**src/rtl/filter_pkg.sv**
```systemverilog
// Shared definitions for the shaping-filter back end: sample width, peak detector
// FSM states and default detector tuning constants.
package filter_pkg;

    localparam int unsigned SIZE_FILTER_DATA       = 16;
    localparam int unsigned HYST_DEFAULT           = 20;
    localparam int unsigned HOLDOFF_CYCLES_DEFAULT = 4;

    typedef enum logic [1:0] {
        StIdle,
        StRise,
        StFall,
        StHoldoff
    } peak_state_t;

endpackage

```
**src/rtl/peak_detector_sat_counter.sv**
```systemverilog
// Saturating event counter with synchronous active-high reset and increment enable.
module sat_counter #(
    parameter int unsigned WIDTH = 16
) (
    input  logic             clk,
    input  logic             reset,
    input  logic             inc,
    output logic [WIDTH-1:0] count
);

    logic [WIDTH-1:0] count_q, count_d;

    always_comb begin
        count_d = count_q;
        if (inc && (count_q != {WIDTH{1'b1}})) begin
            count_d = count_q + {{(WIDTH-1){1'b0}}, 1'b1};
        end
    end

    always_ff @(posedge clk) begin
        if (reset) begin
            count_q <= '0;
        end else begin
            count_q <= count_d;
        end
    end

    assign count = count_q;

endmodule

```
**src/rtl/peak_detector.sv**
```systemverilog
// Pulse-height analyser: per-pulse maximum and its timestamp behind a valid/ready register.
// Define PEAK_PILEUP_REJECT_EN to discard pulses that rebounded during their fall.
module peak_detector
    import filter_pkg::*;
#(
    parameter int unsigned TS_W           = 32,
    parameter int unsigned HYST           = HYST_DEFAULT,
    parameter int unsigned HOLDOFF_CYCLES = HOLDOFF_CYCLES_DEFAULT,
    parameter int unsigned CNT_W          = 16
) (
    input  logic                               clk,
    input  logic                               reset,
    input  logic signed [SIZE_FILTER_DATA-1:0] input_data,
    input  logic signed [SIZE_FILTER_DATA-1:0] threshold,
    output logic signed [SIZE_FILTER_DATA-1:0] peak_amp,
    output logic        [TS_W-1:0]             peak_time,
    output logic                               peak_valid,
    input  logic                               peak_ready,
    output logic        [CNT_W-1:0]            lost_count,
    output logic        [CNT_W-1:0]            pileup_count
);

    localparam int unsigned W   = SIZE_FILTER_DATA;
    localparam int unsigned HCW = $clog2(HOLDOFF_CYCLES + 1);

    localparam logic signed [W:0]   HYST_E    = (W + 1)'(HYST);
    localparam logic        [HCW-1:0] HOLD_LAST = HCW'(HOLDOFF_CYCLES);

    peak_state_t state_q, state_d;

    logic signed [W-1:0] max_q, max_d;
    logic signed [W-1:0] valley_q, valley_d;
    logic signed [W-1:0] thr_q, thr_d;
    logic signed [W-1:0] amp_q, amp_d;
    logic [TS_W-1:0]     ts_q;
    logic [TS_W-1:0]     tmax_q, tmax_d;
    logic [TS_W-1:0]     time_q, time_d;
    logic [HCW-1:0]      hold_q, hold_d;
    logic                valid_q, valid_d;
    logic                pileup_q, pileup_d;

    logic emit;
    logic discard;
    logic load;
    logic lost_inc;

    // Hysteresis arithmetic is one bit wider so max - HYST / valley + HYST cannot wrap.
    logic signed [W:0] x_e, max_e, valley_e;
    assign x_e      = {input_data[W-1], input_data};
    assign max_e    = {max_q[W-1], max_q};
    assign valley_e = {valley_q[W-1], valley_q};

    always_comb begin
        state_d  = state_q;
        max_d    = max_q;
        tmax_d   = tmax_q;
        valley_d = valley_q;
        thr_d    = thr_q;
        hold_d   = hold_q;
        pileup_d = pileup_q;
        emit     = 1'b0;

        case (state_q)
            StIdle: begin
                if (input_data > threshold) begin
                    state_d  = StRise;
                    max_d    = input_data;
                    tmax_d   = ts_q;
                    thr_d    = threshold;
                    pileup_d = 1'b0;
                end
            end
            StRise: begin
                if (input_data > max_q) begin
                    max_d  = input_data;
                    tmax_d = ts_q;
                end else if (input_data <= thr_q) begin
                    emit = 1'b1;
                end else if (x_e < (max_e - HYST_E)) begin
                    state_d  = StFall;
                    valley_d = input_data;
                end
            end
            StFall: begin
                if (input_data <= thr_q) begin
                    emit = 1'b1;
                end else if (input_data < valley_q) begin
                    valley_d = input_data;
                end else if (x_e > (valley_e + HYST_E)) begin
                    state_d  = StRise;
                    pileup_d = 1'b1;
                    if (input_data > max_q) begin
                        max_d  = input_data;
                        tmax_d = ts_q;
                    end
                end
            end
            StHoldoff: begin
                if (hold_q < HOLD_LAST) begin
                    hold_d = hold_q + HCW'(1);
                end else if (input_data <= thr_q) begin
                    state_d = StIdle;
                end
            end
            default: state_d = StIdle;
        endcase

        if (emit) begin
            state_d = StHoldoff;
            hold_d  = '0;
        end
    end

`ifdef PEAK_PILEUP_REJECT_EN
    assign discard = emit && pileup_q;
`else
    assign discard = 1'b0;
`endif

    assign load     = emit && !discard && (!valid_q || peak_ready);
    assign lost_inc = emit && !discard && valid_q && !peak_ready;

    // A load in the accepting cycle replaces the event with no bubble.
    always_comb begin
        amp_d   = amp_q;
        time_d  = time_q;
        valid_d = valid_q;
        if (load) begin
            amp_d   = max_q;
            time_d  = tmax_q;
            valid_d = 1'b1;
        end else if (peak_ready) begin
            valid_d = 1'b0;
        end
    end

    always_ff @(posedge clk) begin
        if (reset) begin
            state_q  <= StIdle;
            max_q    <= '0;
            tmax_q   <= '0;
            valley_q <= '0;
            thr_q    <= '0;
            hold_q   <= '0;
            pileup_q <= 1'b0;
            ts_q     <= '0;
            amp_q    <= '0;
            time_q   <= '0;
            valid_q  <= 1'b0;
        end else begin
            state_q  <= state_d;
            max_q    <= max_d;
            tmax_q   <= tmax_d;
            valley_q <= valley_d;
            thr_q    <= thr_d;
            hold_q   <= hold_d;
            pileup_q <= pileup_d;
            ts_q     <= ts_q + TS_W'(1);
            amp_q    <= amp_d;
            time_q   <= time_d;
            valid_q  <= valid_d;
        end
    end

    assign peak_amp   = amp_q;
    assign peak_time  = time_q;
    assign peak_valid = valid_q;

    sat_counter #(
        .WIDTH (CNT_W)
    ) u_lost_count (
        .clk   (clk),
        .reset (reset),
        .inc   (lost_inc),
        .count (lost_count)
    );

`ifdef PEAK_PILEUP_REJECT_EN
    sat_counter #(
        .WIDTH (CNT_W)
    ) u_pileup_count (
        .clk   (clk),
        .reset (reset),
        .inc   (discard),
        .count (pileup_count)
    );
`else
    assign pileup_count = '0;
`endif

endmodule
```
**config.mk**
```make
export PLATFORM = sky130hd
export DESIGN_NAME = peak_detector
export DESIGN_NICKNAME = d
export VERILOG_FILES = /design/src/rtl/filter_pkg.sv /design/src/rtl/peak_detector_sat_counter.sv /design/src/rtl/peak_detector.sv
export SDC_FILE = /design/constraint.sdc
export NUM_CORES = 1
export LEC_CHECK = 0
export BUFFER_PORTS_ARGS = -buffer_cell sky130_fd_sc_hd__buf_2
export CAP_MARGIN = 20
export CORE_UTILIZATION = 30
export CTS_CLUSTER_DIAMETER = 50
export DETAILED_ROUTE_END_ITERATION = 16
export GPL_TIMING_DRIVEN = 0
export PLACE_DENSITY_LB_ADDON = 0.2
export SLEW_MARGIN = 0
export SYNTH_ARGS = -nofsm -noshare
export SYNTH_HDL_FRONTEND = slang
export SYNTH_SLANG_ARGS = --single-unit
```
**constraint.sdc**
```tcl
create_clock -name clk -period 8 [get_ports clk]
set_clock_uncertainty 0.1 [all_clocks]
set_input_delay 0.8 -clock clk [delete_from_list [all_inputs] [get_ports clk]]
set_output_delay 0.8 -clock clk [all_outputs]
set_load 0.03 [all_outputs]
```
; Word-level counts from Yosys, hierarchy flattened
; Cells that the tools add are included.
[classes]
n_addsub = 5
order_cmp = 7
eq_ne = 21
muxes = 34
reduce_logical = 17
[op_table]
columns = cell, n
row1 = $mux W16, 10
row2 = $mux W32, 5
row3 = $pmux W32 S3, 1
row4 = $pmux W16 S3, 1
row5 = $add A32 B1 Y32 const B, 1
row6 = $gt A16 B16 Y1, 2
row7 = $pmux W16 S2, 1
row8 = $ne A3 B3 Y1 const B, 9
row9 = $mux W2, 10
row10 = $add A16 B6 Y17 const B, 1
row11 = $gt A16 B17 Y1, 1
row12 = $lt A16 B17 Y1, 1
row13 = $sub A16 B6 Y17 const B, 1
row14 = $add A16 B1 Y16 const B, 1
row15 = $le A16 B16 Y1, 1
row16 = $lt A16 B16 Y1, 1
row17 = $ne A16 B16 Y1 const B, 1
row18 = $ne A2 B2 Y1 const B, 8
row19 = $reduce_and A9 Y1, 1
row20 = $pmux W2 S4, 1
row21 = $reduce_and A6 Y1, 1
row22 = $reduce_and A5 Y1, 1
row23 = $eq A2 B2 Y1 const B, 2
row24 = $logic_and A1 B1 Y1, 4
row25 = other kinds (12), 18
[totals]
ff_bits = 182
wordCells = 95

; Longest topological paths before layout
[logic_depth]
depth_word = 7
depth_mapped = 20

; Modules after synthesis
; A second synthesis with hierarchy kept.
[hier_totals]
cells_unflattened = 1181
area_unflattened_um2 = 10095.9
[by_module_without_submodules]
columns = mod, n_inst, cells_per_inst, area_per_inst_um2, seq_area_each_um2
row1 = peak_detector, 1, 1082, 9247.6, 3323.2
row2 = sat_counter, 1, 99, 848.3, 320.3

; Worst setup path before layout
; No wires, ideal clock.
[synth_timing]
path_type = register to register
startpoint = register valley_q[5]
endpoint = register tmax_q[25]
arrival_time_ns = 3.419
required_ns = 7.772
setup_slack_ns = 4.353
stages_incl_launch_ff = 21
period_less_slack_ns = 3.647
cell_sequence = dfxtp_1 -> inv_1 -> nor3_1 -> and3_1 -> nand2_1 -> nor2_1 -> nand4_1 -> xnor2_1 -> ha_1 -> nand3_1 -> or2_2 -> nor4_1 -> mux2i_1 -> a41oi_1 -> a221o_1 -> a211o_1 -> clkbuf_1 -> buf_6 -> buf_6 -> mux2i_1 -> nor2_1
[synth_between]
elab_chain_cells = 4
[synth_lines]
columns = item, line
row1 = from (decl), peak_detector.sv:32  ; logic signed [W-1:0] valley_q, valley_d;
row2 = from (signal assigned), peak_detector.sv:154  ; valley_q <= valley_d;
row3 = $add A16 B6 Y17, peak_detector.sv:89  ; end else if (x_e > (valley_e + HYST_E)) begin
row4 = $gt A16 B17 Y1, peak_detector.sv:89
row5 = $ne A2 B2 Y1 (no line), n/a
row6 = $reduce_and A5 Y1 (no line) *, n/a
row7 = to (signal assigned), peak_detector.sv:153  ; tmax_q <= tmax_d;
row8 = to (decl), peak_detector.sv:36  ; logic [TS_W-1:0] tmax_q, tmax_d;
; Mark *: on every way between the ends. The rest lies on a longest branch, timed or not.
; A chain may end at the register's enable or synchronous reset.

; Final worst setup path
[layout_timing]
startpoint = register valley_q[5]
endpoint = register tmax_q[19]
; Same word-level chain as after synthesis.

==> flow_summary.yaml <==
outcome:
  outcome: "completed"
placement:
  gp_congestion: 0.791
  io_buffers: 99
  place_hpwl_um: 19200
layout:
  multi_input_area_um2: 5510
  fin_nets: 1426
  n_antenna_cell: 0
  seqCellArea_um2: 3640
  drive_gt1_share_pct: 12.7
  final_util_pct: 35.9
  syn_to_final_growth_pct: 17.1
  fillers: 3348
yosys:
  syn_inst: 1155
  synth_cell_types: 58
  async_flop_share_pct: 0
  seq_area_frac_synth_pct: 37.4
  synth_area_um2: 9730
  synth_warnings: 0
  avgSynthCellArea_um2: 8.43
  synthFlopType: "dfxtp_1"
  ys_ff_latch: 182
  synth-edff-count: 0
setup_path:
  crit_buf_inv: 4
  critPathKind: "reg -> reg"
  startpoint_type: "flip-flop"
  path_cells: "inv_1 -> nor3_1 -> and3_1 -> nand2_1 -> nor2_1 -> nand4_1 -> xnor2_1 -> ha_1 -> nand3_1 -> or2_2 -> nor4_1 -> mux2i_1 -> a41oi_1 -> a221o_1 -> a211o_1 -> clkbuf_1 -> buf_6 -> buf_6 -> mux2i_1 -> nor2_1"
  cp_top_family: "simple AND/OR/NAND/NOR gates"
  rr_endpoint: "tmax_q[19]$_SDFFE_PP0P_"
  rr_startpoint: "valley_q[5]$_SDFFE_PP0P_"
  crit_path_end_kind: "flip-flop"
  critPathSlowestCell: "dfxtp_1"
  reg2regPathDepth: 20
  slowest_delay_ps: 350
  arrival_ps: 4590
  cp_num_cells: 20
  critPathRequiredTime_ps: 8210
  crit_fanout: 10
  regToRegSetupSlack_ps: 3620
die:
  die_x_um: 182
  dieArea_um2: 33200
  rows: 65
  start_util_pct: 30.7
  die_h_um: 182
  core-area_um2: 31700
  ios: 116
clock_tree:
  ctsHoldBuffers: 0
  tritoncts: "built"
  cts-buffers-inserted: 17
  clock-sinks: 182
  cts_resized: 0
  cts_setup_buffers: 0
  cts-root-buf: "clkbuf_16"
  worstSkewPairLatency_ps: 440
  cts_buffer_depth: 2
  path_clk_slew_ps: 70
  cts_max_level: 4
power_and_ir_drop:
  p_per_area_nw_per_um2: 263
  ir_worst_vdd_mv: 0.155
  p_leak_nw: 4.76
grt:
  grt_pass1_vias: 7877
  antenna_found_initial: 0
  grt_usage_pct: 15.7
  grt_max_degree: 20
  grt_pass1_wl_um: 41300
  overflow: 0
hold_path:
  hold_end: "peak_amp[10]$_SDFFE_PP0P_"
  worstHoldStart: "peak_amp[10]$_SDFFE_PP0P_"
  hp-class: "reg -> reg"
  min_path_cells: 2
timing:
  slew_violations: 0
  setup-violations-final: 0
  hold_violations: 0
  worstMarginPinSlew_ps: 720
  period_share_pct: 54.7
  fmax_mhz: 228
  tns_ps: 0
  final.min_clock_period_ps: 4380
  rsz0062_at_grt: "false"
  slew_headroom_pct: 52.0
detailed_routing:
  vias_per_cell: 4.74
  num_vias: 8079
  antenna_left: 0
  wl_per_cell_um: 14.7
  first_pass_iters: 4
  drt_iter0_markers: 428
  drt_wl_total_um: 25100
  drc_errors: 0
run:
  maxCapViolCount: 0
kinds of logic (layout without fill, tap and decap cells):
family,Yosys count,after routing,share of synthesized area (%)
AOI/OAI and AO/OA,186,186,11.7
xor gates and xnor gates,56,56,5.04
adders and majority gates,103,103,13.2
buffers and inverters,144,275,6.57
DFF,182,182,37.4
muxes,69,69,7.11
other,1,16,0.0385
and+or+nand+nor,414,414,18.8
stage by stage:
stage                     total power (W)  cell area, um2  hold WS [ps]  worst slack, ps  std cells
after CTS                         0.00303           11400           356             3600       1703
final                             0.00299           11400           351             3620       1703
after detailed placement          0.00214           10800           346             3610       1671
after floorplan                   0.00189            9790           329             4350       1170
after global routing              0.00320           11400           364             3220       1703
after global placement            0.00212           10800           342             3610       1671
layout by cell type (no fill, tap or decap), types with 12 or more instances in the layout:
cell / n
nor3_1: 18
conb_1: 16
inv_1: 82
mux2i_1: 68
xor2_1: 19
clkbuf_1: 34
xnor2_1: 37
o21ai_0: 20
buf_4: 16
nand2_1: 138
a21oi_1: 110
nand3_1: 28
nor2_1: 150
and3_1: 12
dfxtp_1: 182
ha_1: 103
clkbuf_16: 17
nand4_1: 22
buf_2: 106
power by group:
part	total [W]	switching [W]	leakage (nW)	internal, W
Sequential	0.00105	0.0000698	1.47	0.000980
Combinational	0.00107	0.000612	2.98	0.000459
Clock	0.000873	0.000422	0.296	0.000451
Total	0.00299	0.00110	4.76	0.00189
worst max path at each step:
stage	start	end	slack (ps)
after floorplan	valley_q[5]$_SDFFE_PP0P_	tmax_q[25]$_SDFFE_PP0P_	4350
after global placement	valley_q[5]$_SDFFE_PP0P_	tmax_q[27]$_SDFFE_PP0P_	3610
after detailed placement	valley_q[5]$_SDFFE_PP0P_	tmax_q[29]$_SDFFE_PP0P_	3610
after CTS	valley_q[5]$_SDFFE_PP0P_	tmax_q[14]$_SDFFE_PP0P_	3600
after global routing	valley_q[5]$_SDFFE_PP0P_	tmax_q[13]$_SDFFE_PP0P_	3220
final	valley_q[5]$_SDFFE_PP0P_	tmax_q[19]$_SDFFE_PP0P_	3620
synth_stat cells, drive strengths merged (2+ instances only):
master	number	area (um2)
a2111o	3	33.8
a2111oi	3	51.3
a211o	4	35.0
a211oi	3	22.5
a21o	11	82.6
a21oi	110	551
a221o	2	20.0
a221oi	3	26.3
a22oi	2	15.0
a31oi	2	12.5
a41oi	2	17.5
and2	4	25.0
and3	12	75.1
and4	7	61.3
buf	29	208
clkbuf	33	124
dfxtp	182	3640
ha	103	1290
inv	82	308
mux2i	68	681
nand2	138	518
nand2b	3	18.8
nand3	28	140
nand4	22	138
nor2	151	569
nor2b	9	56.3
nor3	18	90.1
nor4	7	43.8
o211ai	5	37.5
o21ai	20	100
o22ai	2	12.5
o31ai	3	22.5
or2	4	25.0
or3	9	56.3
xnor2	37	324
xor2	19	166
final cells by class:
cell class	count	share of cell area (%)
clock inverter	14	1.55
timing repair buffer	99	4.35
sequential	182	32.0
clock buffer	18	3.77
inverter	82	2.70
multi-input combinational	844	48.3
buffer	62	2.91
tap	402	4.41
worst min-delay path, delay by kind of cell (launching register included):
| kind | cells | cell delay (ps) |
|---|---|---|
| AO/OA/AOI/OAI | 1 | 50 |
| flip-flops | 1 | 310 |
| AND/OR/NAND/NOR | 1 | 50 |
state kept, by name, summed over array words and instances, names as in the netlist:
signal,flops
peak_time,32
tmax_q,32
ts_q,32
max_q,16
peak_amp,16
thr_q,16
u_lost_count.count,16
valley_q,16
hold_q,3
state_q,2
peak_valid,1
per-layer routing:
metal	share of wire [%]	track usage, %	wire length (um)	up-vias
li1	-	-	-	4177
met1	51	21.4	12700	3752
met2	45	25.8	11300	131
met3	2.9	2.43	732	19
met4	1.3	3.90	322	0
met5	0	0	0	-
Note: power is estimated with default switching activity, not from simulation.
